<file path="src/rtl/leve_ibuf_if.sv">
// Handshake bundles used by leve_ibuf.
//   axir_if : AXI read-address / read-data channels (master = init)
//   pc_if   : fetch address request; target returns READY when the word is served
//   hs_if   : instruction payload with a VALID qualifier (producer = init)
interface axir_if #(
    parameter int DW = 128
);
    logic          ARVALID;
    logic          ARREADY;
    logic [31:0]   ARADDR;
    logic [7:0]    ARLEN;
    logic [2:0]    ARSIZE;
    logic [1:0]    ARBURST;
    logic          RVALID;
    logic          RREADY;
    logic [DW-1:0] RDATA;
    logic [1:0]    RRESP;
    logic          RLAST;

    modport init (
        output ARVALID, ARADDR, ARLEN, ARSIZE, ARBURST, RREADY,
        input  ARREADY, RVALID, RDATA, RRESP, RLAST
    );
    modport target (
        input  ARVALID, ARADDR, ARLEN, ARSIZE, ARBURST, RREADY,
        output ARREADY, RVALID, RDATA, RRESP, RLAST
    );
endinterface

interface pc_if;
    logic [31:0] PC;
    logic        VALID;
    logic        READY;

    modport init   (output PC, VALID, input READY);
    modport target (input PC, VALID, output READY);
endinterface

interface hs_if;
    logic [31:0] PAYLOAD;
    logic        VALID;

    modport init   (output PAYLOAD, VALID);
    modport target (input PAYLOAD, VALID);
endinterface

</file>
<file path="src/rtl/leve_ibuf.sv">
// leve_ibuf: fully associative multi-line instruction fetch buffer.
// Lines are filled by AXI WRAP bursts starting at the critical beat; every
// beat is usable the cycle after it lands. A demand fill is optionally
// followed by a sequential next-line prefetch.
// Ports:
//   CLK, RSTn : clock, asynchronous active-low reset
//   RII       : AXI read master (ARLEN = BEATS-1, WRAP bursts, RREADY tied high)
//   PC        : fetch address request; READY = served this cycle
//   INST      : 32-bit instruction out, VALID mirrors PC.READY
//   FLUSH     : one-cycle pulse, invalidates every line (fence.i)
module leve_ibuf #(
    parameter int LINES    = 2,
    parameter int BEATS    = 4,
    parameter int DW       = 128,
    parameter int PREFETCH = 1
) (
    input  logic        CLK,
    input  logic        RSTn,
    axir_if.init        RII,
    pc_if.target        PC,
    hs_if.init          INST,
    input  logic        FLUSH
);
    localparam int LB   = BEATS * DW / 8;
    localparam int OFF  = $clog2(LB);
    localparam int BO   = $clog2(DW / 8);
    localparam int BW   = $clog2(BEATS);
    localparam int LW   = $clog2(LINES);
    localparam int TW   = 32 - OFF;
    localparam int WSEL = DW / 32;
    localparam int WW   = (WSEL > 1) ? $clog2(WSEL) : 1;

    typedef enum logic [1:0] {S_IDLE, S_AR, S_R} state_t;

    state_t                       state_q, state_d;
    logic [LINES-1:0][TW-1:0]     tag_q;
    logic [LINES-1:0]             tv_q;
    logic [LINES-1:0][BEATS-1:0]  bv_q;
    logic [WSEL-1:0][31:0]        data_q [LINES][BEATS];
    logic [LW-1:0]                victim_q;
    logic [LW-1:0]                fill_q;
    logic [31:0]                  araddr_q;
    logic [BW-1:0]                cnt_q;
    logic                         pf_q;
    logic                         discard_q;

    // Request decode
    logic [TW-1:0] pc_tag;
    logic [BW-1:0] pc_beat;
    logic [WW-1:0] pc_word;
    assign pc_tag  = PC.PC[31:OFF];
    assign pc_beat = BW'(PC.PC >> BO);
    assign pc_word = WW'((PC.PC >> 2) & 32'(WSEL - 1));

    // Lookup: any_match drives allocation, hit needs the beat as well
    logic          any_match, hit;
    logic [LW-1:0] hit_line;
    always_comb begin
        any_match = 1'b0;
        hit       = 1'b0;
        hit_line  = '0;
        for (int i = 0; i < LINES; i++) begin
            if (tv_q[i] && tag_q[i] == pc_tag) begin
                any_match = 1'b1;
                if (bv_q[i][pc_beat]) begin
                    hit      = 1'b1;
                    hit_line = LW'(i);
                end
            end
        end
    end

    logic served;
    assign served       = PC.VALID & hit & ~FLUSH;
    assign PC.READY     = served;
    assign INST.VALID   = served;
    assign INST.PAYLOAD = data_q[hit_line][pc_beat][pc_word];

    // Next-line candidate: line following the one just fetched
    logic [TW-1:0] nxt_tag;
    logic          nxt_match;
    assign nxt_tag = araddr_q[31:OFF] + TW'(1);
    always_comb begin
        nxt_match = 1'b0;
        for (int i = 0; i < LINES; i++)
            if (tv_q[i] && tag_q[i] == nxt_tag) nxt_match = 1'b1;
    end

    logic r_fire, beat_keep;
    assign r_fire    = (state_q == S_R) && RII.RVALID;
    assign beat_keep = r_fire && !discard_q && !FLUSH;

    // FSM: next state and allocation strobes
    logic alloc_dem, alloc_pf, ar_valid;
    always_comb begin
        state_d   = state_q;
        alloc_dem = 1'b0;
        alloc_pf  = 1'b0;
        ar_valid  = 1'b0;
        case (state_q)
            S_IDLE: begin
                // FLUSH suppresses allocation; the miss is seen again next cycle
                if (PC.VALID && !any_match && !FLUSH) begin
                    alloc_dem = 1'b1;
                    state_d   = S_AR;
                end
            end
            S_AR: begin
                ar_valid = 1'b1;
                if (RII.ARREADY) state_d = S_R;
            end
            S_R: begin
                if (RII.RVALID && RII.RLAST) begin
                    if (!pf_q && PREFETCH != 0 && !discard_q && !FLUSH && !nxt_match) begin
                        alloc_pf = 1'b1;
                        state_d  = S_AR;
                    end else begin
                        state_d = S_IDLE;
                    end
                end
            end
            default: state_d = S_IDLE;
        endcase
    end

    always_ff @(posedge CLK or negedge RSTn) begin
        if (!RSTn) state_q <= S_IDLE;
        else       state_q <= state_d;
    end

    // Tag / valid / fill bookkeeping
    always_ff @(posedge CLK or negedge RSTn) begin
        if (!RSTn) begin
            tag_q     <= '0;
            tv_q      <= '0;
            bv_q      <= '0;
            victim_q  <= '0;
            fill_q    <= '0;
            araddr_q  <= '0;
            cnt_q     <= '0;
            pf_q      <= 1'b0;
            discard_q <= 1'b0;
        end else begin
            if (beat_keep) bv_q[fill_q][cnt_q] <= 1'b1;
            if (r_fire)    cnt_q <= cnt_q + BW'(1);
            // Burst starts at the critical beat and wraps within the line
            if (state_q == S_AR && RII.ARREADY) cnt_q <= araddr_q[OFF-1:BO];
            if (alloc_dem || alloc_pf) begin
                tag_q[victim_q] <= alloc_dem ? pc_tag : nxt_tag;
                tv_q[victim_q]  <= 1'b1;
                bv_q[victim_q]  <= '0;
                victim_q        <= victim_q + LW'(1);
                fill_q          <= victim_q;
                araddr_q        <= alloc_dem ? {PC.PC[31:BO], {BO{1'b0}}}
                                             : {nxt_tag, {OFF{1'b0}}};
                pf_q            <= alloc_pf;
            end
            // Leaving to IDLE always drops the discard, even if FLUSH coincides
            if (state_d == S_IDLE)                discard_q <= 1'b0;
            else if (FLUSH && state_q != S_IDLE)  discard_q <= 1'b1;
            if (FLUSH) begin
                tv_q     <= '0;
                bv_q     <= '0;
                victim_q <= '0;
            end
        end
    end

    // Line data: qualified by the beat-valid bits, so no reset needed
    always_ff @(posedge CLK) begin
        if (beat_keep) data_q[fill_q][cnt_q] <= RII.RDATA;
    end

    assign RII.ARVALID = ar_valid;
    assign RII.ARADDR  = araddr_q;
    assign RII.ARLEN   = 8'(BEATS - 1);
    assign RII.ARSIZE  = 3'(BO);
    assign RII.ARBURST = 2'b10;
    assign RII.RREADY  = 1'b1;

    logic unused_resp;
    assign unused_resp = ^RII.RRESP;
endmodule

</file>
<file path="src/flat_wrapper.sv">
// flat-port wrapper written by rule: the top's interface ports become plain ports
module leve_ibuf_flat 
#(
    parameter int LINES    = 2,
    parameter int BEATS    = 4,
    parameter int DW       = 128,
    parameter int PREFETCH = 1
)
  (CLK, RSTn, FLUSH, RII_ARVALID, RII_ARADDR, RII_ARLEN, RII_ARSIZE, RII_ARBURST, RII_RREADY, RII_ARREADY, RII_RVALID, RII_RDATA, RII_RRESP, RII_RLAST, PC_PC, PC_VALID, PC_READY, INST_PAYLOAD, INST_VALID);
  axir_if #(.DW(DW)) RII_i ();
  pc_if PC_i ();
  hs_if INST_i ();
  input  logic CLK;
  input  logic RSTn;
  input  logic FLUSH;
  output wire logic [$bits(RII_i.ARVALID)-1:0] RII_ARVALID;
  output wire logic [$bits(RII_i.ARADDR)-1:0] RII_ARADDR;
  output wire logic [$bits(RII_i.ARLEN)-1:0] RII_ARLEN;
  output wire logic [$bits(RII_i.ARSIZE)-1:0] RII_ARSIZE;
  output wire logic [$bits(RII_i.ARBURST)-1:0] RII_ARBURST;
  output wire logic [$bits(RII_i.RREADY)-1:0] RII_RREADY;
  input wire logic [$bits(RII_i.ARREADY)-1:0] RII_ARREADY;
  input wire logic [$bits(RII_i.RVALID)-1:0] RII_RVALID;
  input wire logic [$bits(RII_i.RDATA)-1:0] RII_RDATA;
  input wire logic [$bits(RII_i.RRESP)-1:0] RII_RRESP;
  input wire logic [$bits(RII_i.RLAST)-1:0] RII_RLAST;
  input wire logic [$bits(PC_i.PC)-1:0] PC_PC;
  input wire logic [$bits(PC_i.VALID)-1:0] PC_VALID;
  output wire logic [$bits(PC_i.READY)-1:0] PC_READY;
  output wire logic [$bits(INST_i.PAYLOAD)-1:0] INST_PAYLOAD;
  output wire logic [$bits(INST_i.VALID)-1:0] INST_VALID;
  assign RII_ARVALID = RII_i.ARVALID;
  assign RII_ARADDR = RII_i.ARADDR;
  assign RII_ARLEN = RII_i.ARLEN;
  assign RII_ARSIZE = RII_i.ARSIZE;
  assign RII_ARBURST = RII_i.ARBURST;
  assign RII_RREADY = RII_i.RREADY;
  assign RII_i.ARREADY = RII_ARREADY;
  assign RII_i.RVALID = RII_RVALID;
  assign RII_i.RDATA = RII_RDATA;
  assign RII_i.RRESP = RII_RRESP;
  assign RII_i.RLAST = RII_RLAST;
  assign PC_i.PC = PC_PC;
  assign PC_i.VALID = PC_VALID;
  assign PC_READY = PC_i.READY;
  assign INST_PAYLOAD = INST_i.PAYLOAD;
  assign INST_VALID = INST_i.VALID;
  leve_ibuf #(.LINES(LINES), .BEATS(BEATS), .DW(DW), .PREFETCH(PREFETCH)) u_core (.CLK(CLK), .RSTn(RSTn), .RII(RII_i), .PC(PC_i), .INST(INST_i), .FLUSH(FLUSH));
endmodule
</file>
<file path="config.mk">
export PLATFORM = sky130hd
export DESIGN_NAME = leve_ibuf_flat
export DESIGN_NICKNAME = d
export VERILOG_FILES = /design/src/rtl/leve_ibuf_if.sv /design/src/rtl/leve_ibuf.sv /design/src/flat_wrapper.sv
export SDC_FILE = /design/constraint.sdc
export NUM_CORES = 1
export LEC_CHECK = 0
export ABC_CLOCK_PERIOD_IN_PS = 6240
export BUFFER_PORTS_ARGS = -buffer_cell sky130_fd_sc_hd__buf_4
export CORE_ASPECT_RATIO = 0.7
export CORE_MARGIN = 10
export CORE_UTILIZATION = 40
export DETAILED_ROUTE_END_ITERATION = 8
export MAX_ROUTING_LAYER = met4
export PLACE_DENSITY = 0.65
export REMOVE_ABC_BUFFERS = 1
export SLEW_MARGIN = 20
export SYNTH_ARGS = -nofsm -noshare
export SYNTH_HDL_FRONTEND = slang
export SYNTH_SLANG_ARGS = --single-unit
</file>
<file path="constraint.sdc">
create_clock -name CLK -period 6.24 [get_ports CLK]
set_clock_uncertainty 0.15 [all_clocks]
set_input_delay 0.624 -clock CLK [delete_from_list [all_inputs] [get_ports CLK]]
set_output_delay 0.624 -clock CLK [all_outputs]
set_load 0.01 [all_outputs]
</file>
---- After elaboration in Yosys (flattened, before gate mapping) ----
Memory sizes are Yosys's and may differ from the RTL's.
Index checks and enable logic that the tools add are counted.
storage, ports and cells
  register bits after elaboration ......... 102
  input port bits ......................... 169
  ROM bits ................................ 0
  RAM bits ................................ 1,024
  logic and storage cells ................. 131
  bits in latches ......................... 0
  memories kept ........................... 1
cells by class
  shift-type cells ........................ 0
  bitwise operators ....................... 9
  multipliers ............................. 0
  div/mod/pow operators ................... 0
  reductions and logical operators ........ 31
  $add $sub $neg .......................... 3
  order comparisons ....................... 11
  equality and inequality tests ........... 6
  multiplexer cells ....................... 58
memories
  name           words  bits a word  read ports  clocked after memory_dff  write ports  line             RTL
  u_core.data_q  2      512          1           0                         1            leve_ibuf.sv:39  logic [WSEL-1:0][31:0] data_q [LINES][BEATS];
operator list
  operator                 number
  $mux W512                1
  $mux W128                3
  $bmux W128 S2            1
  $demux W128 S2           1
  $eq A26 B26 Y1           4
  $bmux W32 S2             1
  $mux W32                 2
  $bwmux W52               1
  $mux W26                 2
  $add A26 B1 Y26 const B  1
  $demux W26 S1            1
  $mux W1                  26
  $mux W8                  3
  $logic_and A1 B1 Y1      19
  $mux W2                  7
  $lt A2 B3 Y1 const B     3
  $and A8 B8 Y8            1
  $demux W4 S1             2
  $mux W4                  2
  $not A8 Y8               1
  $or A8 B8 Y8             1
  $reduce_bool A2 Y1       4
  $ge A3 B3 Y1 const B     2
  $not A2 Y3               2
  other kinds (18)         27

---- Depth between registers and ports, before layout ----
Gate-level depths: netlist of the first run.
  word-level depth ........................ 13
  mapped depth ............................ 13
  mapped depth without buffers ............ 10

---- Worst setup path after synthesis of the first run ----
OpenSTA, ideal clock, no wires.
  path type ............................... input port to flip-flop
  start point ............................. input RII_RVALID
  end point ............................... memory u_core.data_q[1][0] (netlist bit) (enable)
  library setup time ...................... 504 ps
  data required time ...................... 5,586 ps
  stages .................................. 4
  slack ................................... 1,159 ps
  data arrival time ....................... 4,427 ps
  cell sequence ........................... nor2b_1 -> nand2_1 -> nor3_1 -> and3_1
on the way
  cells in the longest elaborated chain, start to end .. 5
RTL lines
  what                               line                RTL
  start, declared                    flat_wrapper.sv:23  input wire logic [$bits(RII_i.RVALID)-1:0] RII_RVALID;
  $logic_and A1 B1 Y1                leve_ibuf.sv:90     assign r_fire = (state_q == S_R) && RII.RVALID;
  $logic_and A1 B1 Y1 (2 in series)  leve_ibuf.sv:91     assign beat_keep = r_fire && !discard_q && !FLUSH;
  $mux W1                            leve_ibuf.sv:171    if (beat_keep) data_q[fill_q][cnt_q] <= RII.RDATA;
  $mux W512 (not written as such)    leve_ibuf.sv:171
  end, declared                      leve_ibuf.sv:39
Every way passes these cells.

---- Final worst setup path of the first run ----
  start point ............................. register u_core.tag_q[50] (netlist bit)
  end point ............................... output INST_PAYLOAD[21]
on the way
  cells in the longest elaborated chain, start to end .. 9
RTL lines
  what                                           line                RTL
  start, declared                                leve_ibuf.sv:36     logic [LINES-1:0][TW-1:0] tag_q;
  start signal, assigned by index                leve_ibuf.sv:149    tag_q[victim_q] <= alloc_dem ? pc_tag : nxt_tag;
  $eq A26 B26 Y1                                 leve_ibuf.sv:63     if (tv_q[i] && tag_q[i] == pc_tag) begin
  $logic_and A1 B1 Y1                            leve_ibuf.sv:63
  $mux W1                                        leve_ibuf.sv:63
  $mem_v2 Z2 W512                                -
  $bmux W128 S2                                  leve_ibuf.sv:77     assign INST.PAYLOAD = data_q[hit_line][pc_beat][pc_word];
  $mux W128 (not written as such) (2 in series)  leve_ibuf.sv:77
  $bmux W32 S2                                   leve_ibuf.sv:77
  $mux W32 (not written as such)                 leve_ibuf.sv:77
  end, declared                                  flat_wrapper.sv:30  output wire logic [$bits(INST_i.PAYLOAD)-1:0] INST_PAYLOAD;
Every way passes these cells. The select of a mux whose other input is x is not followed.

==> results of run 1 <==
[kinds of logic after synthesis]
group | after synthesis | share of synthesized area
other | 2 | 0.000155
multiplexers | 274 | 0.0923
AND/OR/NAND/NOR | 992 | 0.101
flip-flops | 1122 | 0.687
adder cells (fa/ha/maj) | 5 | 0.00129
XOR/XNOR | 110 | 0.0229
buffers and inverters | 293 | 0.0258
AO/OA/AOI/OAI | 453 | 0.0697
[flip-flops by register name, indices dropped and copies added, names as in the netlist]
register / flops
u_core.pf_q: 1
u_core.tag_q: 52
u_core.victim_q: 1
u_core.fill_q: 1
u_core.cnt_q: 2
u_core.bv_q: 8
u_core.RII.ARADDR: 28
u_core.discard_q: 1
u_core.data_q: 1024
u_core.state_q: 2
u_core.tv_q: 2
[final timing paths]
path                                      start                     to
max                            u_core.tag_q[50]       INST_PAYLOAD[21]
min                                   PC_PC[26]  u_core.RII.ARADDR[26]
max reg2reg                u_core.RII.ARADDR[6]          u_core.fill_q
min reg2reg                     u_core.victim_q        u_core.victim_q
max in group asynchronous                  RSTn        u_core.victim_q
min in group asynchronous                  RSTn  u_core.RII.ARADDR[13]
[per-stage QoR]
| step | setup TNS, ns | total power [W] |
|---|---|---|
| 2_1_floorplan | -387.14 | 0.0109 |
| 3_3_place_gp | 0 | 0.0120 |
| 3_5_place_dp | 0 | 0.0121 |
| 4_1_cts | 0 | 0.0184 |
| 5_1_grt | 0 | 0.0190 |
| 6_report | 0 | 0.0183 |
[metal layers]
metal / track usage / vias up
met1: 0.256 / 15100
li1: - / 13300
met2: 0.284 / 1048
met5: - / -
met4: 0.0412 / 0
met3: 0.0395 / 143
[final cells by class]
cell class | instances | area (sq um)
Clock buffer | 136 | 2840
Clock inverter | 58 | 452
Antenna cell | 17 | 42.5
Sequential cell | 1122 | 33200
Multi-Input combinational cell | 1852 | 14000
Fill cell | 10400 | 63100
Inverter | 48 | 180
Tap cell | 1620 | 2030
Timing Repair Buffer | 420 | 3750
[worst max-delay path: stages (launching register included)]
cell,delay (ns)
dfrtp_1,0.44
xnor2_1,0.51
nand4_1,0.17
nor4_1,0.74
and4b_4,0.61
buf_12,0.36
mux2_2,0.40
a211oi_1,0.30
a31oi_1,0.10
o211ai_1,0.22
o21a_1,0.17
buf_4,0.13
[cell usage in the layout, fill, tap and decap left out, drive strengths merged, types with 12 or more instances in the layout]
master       count
dfrtp           98
inv             51
nand2          214
nand4           79
a21oi           43
and3            18
xor2            31
o21a            36
xnor2           69
buf            290
a211oi          53
or3             16
mux2            75
o211ai          72
clkbuf         137
o21ai           33
clkinv          47
nor3           190
edfxtp        1024
or4             12
a21boi          33
nand3          125
conb            18
o221a           15
nor2           240
o31ai           12
nand2b          41
a221oi          21
mux4           130
diode           17
a31oi           49
mux2i           69
o2111ai         35
nor4            17
dlygate4sd3    129
[timing repair]
item	in CTS	in global routing
hold buffers	129	0
endpoints found under the hold margin	1071	0
setup buffers	0	0
[where the power goes]
group | internal, W | switching [W] | total, W
Sequential | 0.00855 | 0.000455 | 0.00901
Clock | 0.00338 | 0.00282 | 0.00621
Combinational | 0.00125 | 0.00182 | 0.00306
==> flow_summary.json, run 1 <==
{
  "wl_per_cell_um": 23.9,
  "clockBufferDepth": 3,
  "routed.top_layer": "met4",
  "ys_ff_latch": 1122,
  "wl_met2_mm": 58.9,
  "place_congestion": 0.920,
  "run_status": "completed",
  "met1_length_mm": 55.8,
  "vias": 29600,
  "syn_area_sq_um": 48300,
  "antenna_left": 0,
  "synth_ff_type": "edfxtp_1",
  "drc": 0,
  "critPathKind": "flop to output pin",
  "max_cap_violations": 0,
  "synth_seq_area_share": 0.687,
  "ys_top_cells_by_area": "edfxtp_1 (64%), mux4_2 (6.1%), dfrtp_1 (5.1%), nor3_1 (2.0%), nor2_1 (1.8%)",
  "fin_nets": 3725,
  "synth_cell_types": 84,
  "synth_most_common_cell": "edfxtp_1",
  "cts_resized": 0,
  "yosysTopAreaCell": "edfxtp_1",
  "antenna_found_initial": 16,
  "worst_ep_required_time_ns": 5.47,
  "setup_violations": 0,
  "dr_wl_met3_mm": 9.10,
  "viasPerCell": 5.61,
  "cp_max_fo": 65,
  "firstDrtPassIters": 5,
  "overflow": 0,
  "maxSlewViolCount": 0,
  "hold_viol": 0,
  "async_flop_share": 0.0873,
  "relSlewSlack": 0.329,
  "final_area_sq_um": 56500,
  "worst_pin_slew_ns": 1.01,
  "ir_drop_v": 0.000239,
  "leakage_nw": 18.8,
  "drive_gt1_frac": 0.191,
  "crit_path_end_kind": "output pin",
  "crit_path_start_kind": "flop",
  "die_h_um": 311,
  "h-tree-depth": 3,
  "drtIter0Drc": 2840,
  "fmax_mhz": 174,
  "place_ws_ns": 1.03,
  "num_io_pins": 250,
  "start_util": 0.404,
  "area_growth_pct": 16.9,
  "hp-class": "input port to flop",
  "grt_pass1_vias": 29300,
  "place.port_buffers": 227,
  "rows": 106,
  "cts_tree": "built",
  "synth_edf_count": 1024,
  "clock-sinks": 1122,
  "synth_top_cell_area_share": 0.636,
  "whs_path_depth": 3,
  "fin_crit_ns": 5.74,
  "instances_no_fill": 5273,
  "r2r_slack_ns": 1.00,
  "grt_usage": 0.186,
  "clk_pin_slew_ns": 0.06,
  "post-dp-hpwl_mm": 72.0,
  "post-route-period-util": 0.919,
  "placed_area_sq_um": 51900,
  "clk_latency_ns": 0.71,
  "synthCells": 3251,
  "dieArea_sq_um": 135000,
  "numCtsBuffers": 107,
  "utilization": 0.472,
  "rsz0062_at_grt": "no",
  "dp_cells": 4933,
  "die-width_um": 435,
  "whs_ns": 0.0528,
  "grt_pass1_wl_mm": 190,
  "arrival_ns": 4.96,
  "cts-root-buf": "clkbuf_16",
  "power.density_nw_per_um2": 324,
  "core_sq_um": 120000,
  "grt_start_max_net_pins": 130,
  "postRouteWirelength_mm": 126,
  "yosysWarnings": 0,
  "reg2reg_depth": 9,
  "synth_area_per_cell_sq_um": 14.9,
  "ys_top_cells_by_count": "edfxtp_1 (1024), nor2_1 (238), nand2_1 (212)",
  "layout_setup_ws_ns": 0.504
}
(Power assumes the default switching activity.)
==> inputs of run 2 (changes only) <==
--- a/config.mk
+++ b/config.mk
@@ -5,14 +5,14 @@
 export SDC_FILE = /design/constraint.sdc
 export NUM_CORES = 1
 export LEC_CHECK = 0
-export ABC_CLOCK_PERIOD_IN_PS = 6240
+export ABC_CLOCK_PERIOD_IN_PS = 5400
 export BUFFER_PORTS_ARGS = -buffer_cell sky130_fd_sc_hd__buf_4
 export CORE_ASPECT_RATIO = 0.7
 export CORE_MARGIN = 10
-export CORE_UTILIZATION = 40
+export CORE_UTILIZATION = 55
 export DETAILED_ROUTE_END_ITERATION = 8
 export MAX_ROUTING_LAYER = met4
-export PLACE_DENSITY = 0.65
+export PLACE_DENSITY = 0.82
 export REMOVE_ABC_BUFFERS = 1
 export SLEW_MARGIN = 20
 export SYNTH_ARGS = -nofsm -noshare
==> constraint.sdc (replaced) <==
create_clock -name CLK -period 5.4 [get_ports CLK]
set_clock_uncertainty 0.15 [all_clocks]
set_input_delay 0.54 -clock CLK [delete_from_list [all_inputs] [get_ports CLK]]
set_output_delay 0.54 -clock CLK [all_outputs]
set_load 0.01 [all_outputs]
==> flow_summary.json, run 2 (same netlist as run 1, synthesis figures left out) <==
{
  "antenna_left": 0,
  "p_clk_frac": 0.347,
  "placed_area_sq_um": 51600,
  "post-route-period-util": 0.970,
  "grt_pass1_vias": 31400,
  "postRouteWirelength_mm": 133,
  "maxSlewViolCount": 0,
  "arrival_ns": 4.55,
  "p_sw_frac": 0.279,
  "overflow": 0,
  "fin_nets": 3757,
  "leakage_nw": 19.1,
  "clock-sinks": 1122,
  "rows": 90,
  "num_io_pins": 250,
  "clockBufferDepth": 3,
  "post-dp-hpwl_mm": 74.3,
  "max_cap_violations": 0,
  "run_status": "completed",
  "power_w": 0.0217,
  "switchingPower_w": 0.00605,
  "cts_tree": "built",
  "place.port_buffers": 227,
  "clk_latency_ns": 0.68,
  "fill_cells": 5690,
  "h-tree-depth": 3,
  "start_util": 0.558,
  "critPathKind": "input port to output pin",
  "regMostFlops": "u_core.data_q",
  "cts-root-buf": "clkbuf_16",
  "wl_per_cell_um": 27.4,
  "worst_ep_required_time_ns": 4.71,
  "crit_path_start_kind": "input port",
  "largest_register_ffs": 1024,
  "relSlewSlack": 0.316,
  "die-width_um": 374,
  "clk_pin_slew_ns": 0.06,
  "worst_pin_slew_ns": 1.02,
  "grt_usage": 0.263,
  "antenna_found_initial": 16,
  "final_cell_mix": "edfxtp_1 (1024), buf_4 (288), nor2_1 (238), nand2_1 (212), nor3_1 (189)",
  "drive_gt1_frac": 0.202,
  "grt_pass1_wl_mm": 198,
  "fin_crit_ns": 5.24,
  "p_comb_frac": 0.172,
  "grt_start_max_net_pins": 118,
  "rsz0062_at_grt": "no",
  "dieArea_sq_um": 100000,
  "p_seq_frac": 0.480,
  "drc": 0,
  "power.density_nw_per_um2": 384,
  "drtIter0Drc": 4122,
  "viasPerCell": 6.50,
  "ir_drop_v": 0.000345,
  "die_h_um": 268,
  "final_area_sq_um": 56500,
  "crit_path_end_kind": "output pin",
  "firstDrtPassIters": 6,
  "cp_max_fo": 33,
  "numCtsBuffers": 103,
  "vias": 31500,
  "hp-class": "input port to flop",
  "core_sq_um": 86600,
  "fmax_mhz": 191,
  "area_growth_pct": 16.9,
  "setup_violations": 0,
  "final_common_cell": "edfxtp_1",
  "internal_power_w": 0.0156,
  "hold_viol": 0,
  "place_congestion": 1.01
}
run 2: timing repair:
item	in CTS	in global routing
endpoints found under the hold margin	1101	0
buffers inserted	0	0
resized for setup	0	3
endpoints found under the setup margin	0	29
hold buffers	136	0
run 2: area by class of cell:
cell class              instances  area, sq um  area share
flip-flops and latches       1122        33200       0.588
multi-input cells            1852        14000       0.248
repair buffers                456         4150      0.0734
clock buffers                 120         2660      0.0471
well taps                    1150         1440      0.0255
clock inverters                73          798      0.0141
inverters                      48          180     0.00319
diodes                         17         42.5    0.000753
run 2: path summary, 6_finish.rpt:
check / endpoint / slack [ns] / startpoint / depth (start not counted)
max: INST_PAYLOAD[4] / 0.16 / PC_PC[14] / 14
min: u_core.RII.ARADDR[20] / 0.04 / PC_PC[20] / 3
max reg2reg: u_core.tag_q[17] / 0.65 / u_core.RII.ARADDR[8] / 12
min reg2reg: u_core.victim_q / 0.37 / u_core.victim_q / 1
max in group asynchronous: u_core.tag_q[35] / 3.75 / RSTn / 3
min in group asynchronous: u_core.RII.ARADDR[6] / 0.40 / RSTn / 2
run 2: worst max-delay path: stages:
cell           delay, ns
dlygate4sd3_1       0.54
buf_4               0.17
xnor2_1             0.41
nand4_1             0.18
nor4_2              0.31
and4b_4             0.42
buf_12              0.27
buf_4               0.22
mux2_2              0.35
a211oi_1            0.40
a31oi_1             0.12
o211ai_1            0.29
o21a_1              0.17
buf_4               0.12
run 2: power by group through the flow:
stage,Clock [W],Combinational (W),Sequential (W)
after global routing,0.00792,0.00398,0.0105
after detailed placement,0,0.00351,0.0106
after CTS,0.00756,0.00363,0.0104
after global placement,0,0.00342,0.0106
final,0.00754,0.00373,0.0104
after floorplan,0,0.00206,0.0105
run 2: metrics by stage:
step	hold slack, ns	worst slack [ns]	TNS (ns)	util	std cells
after detailed placement	0.368	0.635	0	0.596	4492
after global routing	0.0306	0.0253	0	0.652	4837
after CTS	0.00722	0.00696	0	0.652	4821
after global placement	0.364	0.645	0	0.596	4492
after floorplan	0.0944	-12.77	-408.65	-	3022
final	0.0437	0.163	0	0.652	4838
run 2: metal layers:
layer / up-vias / track usage / routed length, um
met5: - / - / 0
met4: 0 / 0.0773 / 3650
met3: 278 / 0.0520 / 13100
met2: 1981 / 0.416 / 63700
met1: 15800 / 0.347 / 52000
li1: 13400 / - / -
